### src/rtl/rr_mux_nx1_if.sv
// Handshake bundle for rr_mux_nx1: N_CH producer channels in, one registered stream out.
// slave is the mux's view, master is the producer/consumer side.
interface rr_mux_nx1_if #(
    parameter int N_CH   = 8,
    parameter int DATA_W = 8
);
    localparam int SEL_W = $clog2(N_CH);

    logic [N_CH*DATA_W-1:0] in_data;
    logic [N_CH-1:0]        in_valid;
    logic [N_CH-1:0]        in_ready;
    logic [DATA_W-1:0]      out_data;
    logic [SEL_W-1:0]       out_sel;
    logic                   out_valid;
    logic                   out_ready;

    modport slave (
        input  in_data, in_valid, out_ready,
        output in_ready, out_data, out_sel, out_valid
    );

    modport master (
        output in_data, in_valid, out_ready,
        input  in_ready, out_data, out_sel, out_valid
    );
endinterface

### src/rtl/rr_mux_nx1.sv
// Registered N-to-1 round-robin stream multiplexer with single-entry output register.
// Optional macro RR_MUX_PRIO0_EN makes channel 0 strict-priority over the round-robin set.
module rr_mux_nx1 #(
    parameter  int N_CH   = 8,
    parameter  int DATA_W = 8,
    localparam int SEL_W  = $clog2(N_CH)
) (
    input logic        clk,
    input logic        rst_n,
    rr_mux_nx1_if.slave bus
);
    localparam logic [SEL_W-1:0] LAST_IDX = SEL_W'(N_CH - 1);

    logic [SEL_W-1:0]  last_grant;
    logic [SEL_W-1:0]  rr_idx;
    logic [SEL_W-1:0]  cand;
    logic              rr_found;
    logic [SEL_W-1:0]  grant_idx;
    logic [N_CH-1:0]   rr_valid;
    logic [N_CH-1:0]   ready;
    logic              any_valid;
    logic              can_load;
    logic              load;

    logic [DATA_W-1:0] data_q;
    logic [SEL_W-1:0]  sel_q;
    logic              valid_q;

    // Wrap by explicit compare so non-power-of-two N_CH never yields an index >= N_CH.
    function automatic logic [SEL_W-1:0] next_idx(input logic [SEL_W-1:0] idx);
        return (idx == LAST_IDX) ? '0 : idx + 1'b1;
    endfunction

    assign any_valid = |bus.in_valid;

`ifdef RR_MUX_PRIO0_EN
    // Channel 0 is outside the rotation; it preempts whenever valid.
    assign rr_valid  = {bus.in_valid[N_CH-1:1], 1'b0};
    assign grant_idx = bus.in_valid[0] ? '0 : rr_idx;
`else
    assign rr_valid  = bus.in_valid;
    assign grant_idx = rr_idx;
`endif

    // NOTE: every variable written here gets a default first, so no path leaves it unassigned and no latch is inferred.
    always_comb begin
        rr_idx   = '0;
        rr_found = 1'b0;
        cand     = next_idx(last_grant);
        for (int k = 0; k < N_CH; k++) begin
            if (!rr_found && rr_valid[cand]) begin
                rr_idx   = cand;
                rr_found = 1'b1;
            end
            cand = next_idx(cand);
        end
    end

    assign can_load = !valid_q || bus.out_ready;
    assign load     = can_load && any_valid;

    always_comb begin
        ready = '0;
        if (load) begin
            ready[grant_idx] = 1'b1;
        end
    end

    // NOTE: sequential state uses non-blocking assignments so all registers update together on the edge.
    always_ff @(posedge clk or negedge rst_n) begin
        if (!rst_n) begin
            valid_q    <= 1'b0;
            data_q     <= '0;
            sel_q      <= '0;
            last_grant <= LAST_IDX;
        end else if (load) begin
            valid_q <= 1'b1;
            data_q  <= bus.in_data[grant_idx*DATA_W +: DATA_W];
            sel_q   <= grant_idx;
`ifdef RR_MUX_PRIO0_EN
            if (grant_idx != '0) begin
                last_grant <= grant_idx;
            end
`else
            last_grant <= grant_idx;
`endif
        end else if (bus.out_ready) begin
            valid_q <= 1'b0;
        end
    end

    assign bus.in_ready  = ready;
    assign bus.out_data  = data_q;
    assign bus.out_sel   = sel_q;
    assign bus.out_valid = valid_q;
endmodule
### src/flat_wrapper.sv
// flat-port wrapper written by rule: the top's interface ports become plain ports
module rr_mux_nx1_flat 
#(
    parameter  int N_CH   = 8,
    parameter  int DATA_W = 8,
    localparam int SEL_W  = $clog2(N_CH)
)
  (clk, rst_n, bus_in_data, bus_in_valid, bus_out_ready, bus_in_ready, bus_out_data, bus_out_sel, bus_out_valid);
  rr_mux_nx1_if #(.N_CH(N_CH), .DATA_W(DATA_W)) bus_i ();
  input logic clk;
  input logic rst_n;
  input wire logic [$bits(bus_i.in_data)-1:0] bus_in_data;
  input wire logic [$bits(bus_i.in_valid)-1:0] bus_in_valid;
  input wire logic [$bits(bus_i.out_ready)-1:0] bus_out_ready;
  output wire logic [$bits(bus_i.in_ready)-1:0] bus_in_ready;
  output wire logic [$bits(bus_i.out_data)-1:0] bus_out_data;
  output wire logic [$bits(bus_i.out_sel)-1:0] bus_out_sel;
  output wire logic [$bits(bus_i.out_valid)-1:0] bus_out_valid;
  assign bus_i.in_data = bus_in_data;
  assign bus_i.in_valid = bus_in_valid;
  assign bus_i.out_ready = bus_out_ready;
  assign bus_in_ready = bus_i.in_ready;
  assign bus_out_data = bus_i.out_data;
  assign bus_out_sel = bus_i.out_sel;
  assign bus_out_valid = bus_i.out_valid;
  rr_mux_nx1 #(.N_CH(N_CH), .DATA_W(DATA_W)) u_core (.clk(clk), .rst_n(rst_n), .bus(bus_i));
endmodule
### config.mk
export PLATFORM = sky130hd
export DESIGN_NAME = rr_mux_nx1_flat
export DESIGN_NICKNAME = d
export VERILOG_FILES = /design/src/rtl/rr_mux_nx1_if.sv /design/src/rtl/rr_mux_nx1.sv /design/src/flat_wrapper.sv
export SDC_FILE = /design/constraint.sdc
export NUM_CORES = 1
export LEC_CHECK = 0
export CAP_MARGIN = 15
export CORE_ASPECT_RATIO = 0.75
export CORE_MARGIN = 1
export CORE_UTILIZATION = 49
export DETAILED_ROUTE_END_ITERATION = 10
export PLACE_DENSITY = 0.87
export SETUP_SLACK_MARGIN = 0.05
export SLEW_MARGIN = 20
export SYNTH_ARGS = -nofsm -noshare
export SYNTH_HDL_FRONTEND = slang
export SYNTH_SLANG_ARGS = --single-unit
### constraint.sdc
create_clock -name clk -period 24.9 [get_ports clk]
set_clock_uncertainty 0.2 [all_clocks]
set_input_delay 3.735 -clock clk [delete_from_list [all_inputs] [get_ports clk]]
set_output_delay 3.735 -clock clk [all_outputs]
set_load 0.05 [all_outputs]
## After elaboration in Yosys (flattened, before gate mapping)

Index checks and enable logic that the tools add are counted.

- Register bits: 15
- Input port bits: 75

- $add $sub $neg: 8
- Equal/unequal tests: 8
- Multiplexer cells: 44
- Shift-type cells: 1
- Magnitude comparators: 10
- Reduce and logical (&&, ||, !) cells: 20

Operators with widths:

| cell | number |
|---|---|
| 64-bit by 7-bit indexed part select with 8-bit output | 1 |
| 3-bit 2-to-1 mux | 16 |
| 3-bit by 4-bit less-than comparator with 1-bit output (second input constant) | 9 |
| 3-bit by 1-bit adder with 3-bit output (second input constant) | 8 |
| 1-bit binary-select mux with 3-bit select | 8 |
| 3-bit equality test (second input constant) | 8 |
| 1-bit 2-to-1 mux | 18 |
| 1-bit logical AND | 9 |
| 1-bit logical NOT | 8 |
| 8-bit 2-to-1 mux | 1 |
| 8-bit OR reduction | 1 |
| 1-bit demux with 3-bit select | 1 |
| 3-bit by 1-bit >= comparator with 1-bit output (second input constant) | 1 |
| 2-bit nonzero test | 1 |
| 1-bit logical OR | 1 |

## Longest topological paths before layout

Gate-level depths: netlist (run 1).

- Depth after elaboration: 31
- Gate-level depth with buffers: 38
- Mapped depth without buffers: 34

## Worst setup path before layout (run 1)

Ideal clock, no wire load.

- Path type: register -> output
- Start: register u_core.last_grant[0]
- End: output bus_in_ready[0]
- Path slack: 13.028 ns
- Required time: 20.965 ns
- Cell stages (with the launch flop): 36
- Arrival: 7.937 ns
- Buffers on the path: 4
- Path through: dfstp_2 ha_1 ha_1 or2_1 buf_6 buf_8 inv_1 ha_1 ha_1 nor2b_1 clkbuf_1 ha_1 nor2b_1 ha_1 ha_1 nor2b_1 ha_1 a21boi_0 ha_1 inv_1 o21ai_0 inv_1 ha_1 nand2_1 inv_1 ha_1 inv_1 o21ai_0 mux4_2 nand2_1 o211ai_1 and2_1 o21ai_2 buf_2 nand2_1 nor3_1

- Word-level cells in the longest chain between the ends: 31
- Elaborated cells on any way between the ends: 75
- Those cells by class: 8 x add/sub; 2 x order compare; 8 x eq/ne; 42 x mux; 15 x reduce/logical

RTL lines:

| item | line | source |
|---|---|---|
| from (decl) | rr_mux_nx1.sv:14 | `logic [SEL_W-1:0] last_grant;` |
| from (signal assigned) | rr_mux_nx1.sv:85 | `last_grant <= grant_idx;` |
| 3-bit by 1-bit adder with 3-bit output / 3-bit equality test (equally long branches) | rr_mux_nx1.sv:31 | `return (idx == LAST_IDX) ? '0 : idx + 1'b1;` |
| 3-bit 2-to-1 mux (*) | rr_mux_nx1.sv:31 |  |
| branches (longest 23 deep; another with 3-bit by 1-bit adder with 3-bit output) | - |  |
| 3-bit 2-to-1 mux (*) | rr_mux_nx1.sv:51 | `if (!rr_found && rr_valid[cand]) begin` |
| 3-bit by 4-bit less-than comparator with 1-bit output (not written as such) / 3-bit by 1-bit >= comparator with 1-bit output (equally long branches) | rr_mux_nx1.sv:65 | `ready[grant_idx] = 1'b1;` |
| 1-bit logical AND (not written as such) | rr_mux_nx1.sv:65 |  |
| 1-bit 2-to-1 mux (not written as such) | rr_mux_nx1.sv:65 |  |
| 1-bit demux with 3-bit select (*) | - |  |
| 8-bit 2-to-1 mux (*) | rr_mux_nx1.sv:64 | `if (load) begin` |
| to (decl) | flat_wrapper.sv:15 | `output wire logic [$bits(bus_i.in_ready)-1:0] bus_in_ready;` |

Mark *: on every way between the ends. The select of a mux whose other input is x is not followed.

## Worst setup path in the final report (run 1)

- Start: register u_core.last_grant[0]
- End: output bus_in_ready[5]

Same word-level chain as after synthesis.

==> impl_results.md, run 1 <==
* Primary FF master, synth: dfrtp_1
* Fraction of registers with async set/reset at 1.000
* Number of routed nets with antenna violations at 0
* Die area at 0.005347 mm²
* Multi-input gate area at 0.001929 mm²
* Dpl hpwl at 5972 µm
* Routed wire length per instance at 17.89 µm
* Max-Cap Viols at 0
* FP Rows at 22
* Total grt overflow at 0
* Synth warn at 0
* Most frequent cells in the layout: clkdlybuf4s50_1, nand2_1, nor2_1
* Height of the chip at 63.58 µm
* Vias in the first global route at 2,494
* Clock transition at the registers of the reported paths at 0.06 ns
* Post-CTS Hold Fix Bufs at 0
* Total Routing Usage GR at 0.2853
* I/O Pins at 95
* Highest Clock Rate at 72.64 MHz
* Slew @ Worst Pin at 0.8570 ns
* Total routed wirelength at 7568 µm
* Layout area overhead at 38.23%
* Final hold violations at 0
* Share of layout cells above drive strength 1 at 0.1129
* Mapped Nets at 367
* Distinct cells, synth at 64
* Setup TNS at 0 ns
* Final critical-path required period at 13.77 ns
* CTS root buffer: clkbuf_8
* Post-synth EDFFs at 0
* Critical Path RT at 20.97 ns
* Initial Utilization at 0.5085
* Initial antenna violation count at 0
* Clk buf depth at 2
* Antenna cells at 0
* DRT iter0 DRCs at 180
* Post-synthesis area per instance at 8.848 µm²
* Post-CTS repair timing setup buffer count at 0
* TritonCTS buffer count at 3
* CTS tree: done
* Post-CTS Resized at 0
* PortBufs at 94
* Hold WC Path Type: reg2reg
* Sink Count at 15
* Final #Nets at 451
* Skew-Pair Late Insertion Delay at 0.25 ns
* Worst Setup Start Kind: register
* Worst slew margin at 0.4287
* Slowest cell delay on critical path at 0.80 ns
* Setup Viol. Count Final at 0
* Slowest stage cell, crit path: clkdlybuf4s50_1
* Crit path kind: reg2out
* Final RePlAce weighted congestion at 0.9609
* DP Area at 0.003379 mm²
* Largest net degree at the start of global routing at 42
* Mapped Cells at 280
* Synth Cell Area at 0.002477 mm²
* Failing checks: design-rule violations
* Crit-path most repeated cell: ha_1
* DRC at 20
* Status: finished, violations left
* Unrepaired setup endpoints after global routing: false
* Crit end category: primary output
* Yosys reg bits at 15
* H-tree depth at 1
* Fillers at 384
* CP arrival at 9.83 ns
* Die W at 84.11 µm
* Commonest non-fill, non-tap cell in the layout: clkdlybuf4s50_1
* Global-route wire length before repair at 12,150 µm
* Router iterations before antenna repair at 7
* Worst-path maximum fanout at 19
* Max Transition Viols Final at 0
* FF/Latch Area at 379.1 µm²
* Total vias in the final route at 2,636
* Seq/Total Area, Yosys at 0.1530
* Vias per inst at 6.232
* Core area at 0.004872 mm²
* Final worst path period share at 0.5528
* Finished Cell Area at 0.003425 mm²
-- synth_stat cells (3+ instances only) --
master    count  area (µm²)
a211oi_1     14       105.1
nand2b_1     11       68.82
a21oi_1      13       65.06
a2111o_1      4       45.04
nor2_1       18       67.56
a31o_1        4       35.03
buf_2         4       20.02
dfrtp_1      12       300.3
mux2_4        3       45.04
mux2_1        3       33.78
dfstp_2       3       78.83
mux2i_1      13       130.1
o21ai_0      15       75.07
mux2_2        4       45.04
o211ai_1     10       75.07
nor2b_1       8       50.05
clkbuf_1      5       18.77
o21a_1       14       105.1
ha_1         12       150.1
mux4_2       13       292.8
inv_1        11       41.29
buf_6         4       45.04
nor3_1        3       15.01
nand2_1      29       108.9
-- per-stage QoR --
stage,utilization,hold WS (ns),setup WS [ns],cells
after floorplan,-,0.2412,13.03,280
after global placement,0.6936,0.2511,11.76,419
after detailed placement,0.6936,0.2633,11.43,419
final,0.7029,0.2853,11.13,423
after global routing,0.7029,0.2796,10.23,423
after CTS,0.7029,0.2736,11.17,423
-- sequential cells by signal, indices dropped and copies added (netlist names) --
signal / cells
u_core.bus.out_data: 8
u_core.bus.out_sel: 3
u_core.bus.out_valid: 1
u_core.last_grant: 3
-- final timing paths --
check                                                          end                        startpoint  slack [ns]  cells after the start
worst max-delay path                               bus_in_ready[5]  u_core.last_grant[0]$_DFFE_PN1P_       11.13                     33
worst min-delay path              u_core.last_grant[1]$_DFFE_PN1P_  u_core.last_grant[1]$_DFFE_PN1P_        0.29                      2
worst max register to register  u_core.bus.out_data[5]$_DFFE_PN0P_  u_core.last_grant[0]$_DFFE_PN1P_       15.60                     32
worst min register to register    u_core.last_grant[1]$_DFFE_PN1P_  u_core.last_grant[1]$_DFFE_PN1P_        0.29                      2
max in group asynchronous       u_core.bus.out_data[0]$_DFFE_PN0P_                             rst_n       20.33                      1
min in group asynchronous        u_core.bus.out_sel[0]$_DFFE_PN0P_                             rst_n        3.71                      1
-- per-layer routing --
| layer | global-route usage | routed length (µm) |
|---|---|---|
| met2 | 0.4816 | 3494 |
| met3 | 0.05505 | 712 |
| met1 | 0.3852 | 3297 |
| met5 | 0 | 0 |
| met4 | 0.04741 | 63 |
-- area by class of cell --
class                   instances  share of cell area
clock buffers                   4             0.01315
inverters                      12             0.01388
multi-input cells             237              0.5634
flip-flops and latches         15              0.1107
well taps                      60             0.02192
repair buffers                 95              0.2769
-- worst max-delay path: cells and delay by family, from the launching register on --
family	cells	cell delay, ns
AO/OA/AOI/OAI	5	1.91
AND/OR/NAND/NOR	9	2.58
flip-flops	1	0.64
multiplexers	1	0.58
buffers and inverters	7	1.36
adder cells (fa/ha/maj)	11	2.49
-- logic make-up after synthesis --
group,Yosys count,synth area share
DFF,15,0.1530
muxes,37,0.2263
adders and majority gates,12,0.06060
and+or+nand+nor,92,0.2116
AOI/OAI and AO/OA,96,0.2803
buffers and inverters,28,0.06819
Power of run 1 is left out: the tool's default activity adds up to more than one toggle a clock period on the data nets, which glitch-free logic cannot reach.
==> inputs of run 2 (changes only) <==
Settings changed: CORE_UTILIZATION 49 to 45, PLACE_DENSITY 0.87 to 0.81.
Clock period 24.9 ns to 13.9 ns, I/O delays scaled along.
==> run 2 against run 1 <==
  * The flow now finishes without violations
  * First-iteration DRC count is 19% higher
  * Cell area is 0.44% higher
  * Die area is 8.6% higher
  * Non-clock buffer count stayed put
  * Global-route usage is 1.8 points lower
  * Setup slack worse by 9.5 ns
  * Register-to-register slack worse by 11 ns
  * Sequential share of layout area hardly changed
  * Wire length is 1.7% lower
  * Worst hold slack worse by 0.022 ns
  * Via count is 1.0% lower
  * Largest cell class unchanged
==> impl_results.md, run 2 (synthesized netlist as in run 1, its figures left out) <==
* DRC at 0 (-100%)
* CTS root buffer: clkbuf_8
* Initial antenna violation count at 0 (unchanged)
* Core area at 0.005092 mm² (+4.5%)
* Die area at 0.005809 mm² (+8.6%)
* Post-CTS Hold Fix Bufs at 0 (unchanged)
* PortBufs at 94 (unchanged)
* Total Routing Usage GR at 0.2671 (-0.01817)
* Worst-path maximum fanout at 19 (unchanged)
* Final worst path period share at 0.8858
* Number of routed nets with antenna violations at 0 (unchanged)
* Total routed wirelength at 7439 µm (-1.7%)
* Slowest cell delay on critical path at 0.81 ns (about the same)
* H-tree depth at 1 (unchanged)
* Vias in the first global route at 2,379 (-4.6%)
* FP Rows at 22 (unchanged)
* Finished Cell Area at 0.003440 mm² (+0.44%)
* Largest net degree at the start of global routing at 42 (unchanged)
* Max-Cap Viols at 0 (unchanged)
* CP arrival at 10.03 ns (+0.20 ns)
* Router iterations before antenna repair at 4 (-3)
* Crit path kind: reg2out
* Buf/Inv on CP at 7 (unchanged)
* Max Transition Viols Final at 0 (unchanged)
* Antenna cells at 0 (unchanged)
* TritonCTS buffer count at 3 (unchanged)
* Skew-Pair Late Insertion Delay at 0.25 ns (about the same)
* Delay-heaviest family, CP: simple AND/OR/NAND/NOR gates
* DRT iter0 DRCs at 215 (+19%)
* Final critical-path required period at 12.31 ns
* Unrepaired setup endpoints after global routing: false
* Post-CTS repair timing setup buffer count at 0 (unchanged)
* Worst Setup Start Kind: register
* I/O Pins at 95 (unchanged)
* Highest Clock Rate at 81.22 MHz
* Layout area overhead at 38.84%
* Commonest non-fill, non-tap cell in the layout: clkdlybuf4s50_1
* Post-CTS Resized at 0 (unchanged)
* Clk buf depth at 2 (unchanged)
* Die W at 87.68 µm (+4.2%)
* Critical Path RT at 11.61 ns (-9.36 ns)
* Status: finished clean
* Total vias in the final route at 2,609 (-1.0%)
* Hold WC Path Type: reg2reg
* Routed wire length per instance at 17.10 µm (-4.4%)
* Crit-path most repeated cell: ha_1
* Initial Utilization at 0.4865 (-0.02199)
* Setup TNS at 0 ns (unchanged)
* Share of layout cells above drive strength 1 at 0.1129 (unchanged)
* Most frequent cells in the layout: clkdlybuf4s50_1, nand2_1, nor2_1
* Fillers at 413 (+7.6%)
* Height of the chip at 66.26 µm (+4.2%)
* Sink Count at 15 (unchanged)
* Slew @ Worst Pin at 0.8845 ns (+0.02752 ns)
* Final RePlAce weighted congestion at 0.9913 (+3.2%)
* Slowest stage cell, crit path: clkdlybuf4s50_1
* Final hold violations at 0 (unchanged)
* Total grt overflow at 0 (unchanged)
* Worst slew margin at 0.4103 (-0.01835)
* Vias per inst at 5.998 (-3.8%)
* Dpl hpwl at 5922 µm (-0.83%)
* Final #Nets at 451 (unchanged)
* Crit end category: primary output
* Setup Viol. Count Final at 0 (unchanged)
* Global-route wire length before repair at 11,950 µm (-1.6%)
* DP Area at 0.003395 mm² (+0.44%)
* CTS tree: done
* Clock transition at the registers of the reported paths at 0.05 ns (about the same)
* Largest register FFs at 8 (unchanged)
[run 2: final timing paths]
check                      slack [ns]                              from  cells past startpoint                                  to
max                              1.59  u_core.last_grant[0]$_DFFE_PN1P_                     33                     bus_in_ready[4]
min in group asynchronous        2.05                             rst_n                      1  u_core.bus.out_data[7]$_DFFE_PN0P_
min                              0.26  u_core.last_grant[1]$_DFFE_PN1P_                      2    u_core.last_grant[1]$_DFFE_PN1P_
min reg2reg                      0.26  u_core.last_grant[1]$_DFFE_PN1P_                      2    u_core.last_grant[1]$_DFFE_PN1P_
max in group asynchronous       11.03                             rst_n                      1    u_core.bus.out_valid$_DFFE_PN0P_
max reg2reg                      4.43  u_core.last_grant[0]$_DFFE_PN1P_                     32  u_core.bus.out_data[5]$_DFFE_PN0P_
[run 2: final cells by class]
class                   count  area, µm²  area share
clock buffers               4      45.04     0.01310
inverters                  12      47.55     0.01382
multi-input cells         237       1929      0.5609
flip-flops and latches     15      379.1      0.1102
well taps                  72      90.09     0.02619
repair buffers             95      948.4      0.2757
[run 2: layer usage]
layer	routed length, µm	global-route usage	share of wire
met5	0	0	0
met4	63	0.03484	0.0085
met1	3513	0.3894	0.47
met3	653	0.04370	0.088
met2	3208	0.4229	0.43
[run 2: stage by stage]
step                hold WS, ns  utilization  worst slack, ns  cells
floorplan                0.2412            -            3.678    280
detailed placement       0.2577       0.6666            1.953    431
global placement         0.2507       0.6666            2.385    431
global route             0.3012       0.6754           0.6324    435
CTS                      0.2674       0.6754            1.663    435
finish                   0.2638       0.6754            1.587    435
[run 2: tightest hold or removal path: cells and delay by family, from the launching register on]
| kind | cells | cell delay, ns |
|---|---|---|
| DFF | 1 | 0.37 |
| and+or+nand+nor | 2 | 0.10 |
Power of run 2 is left out for the same reason.
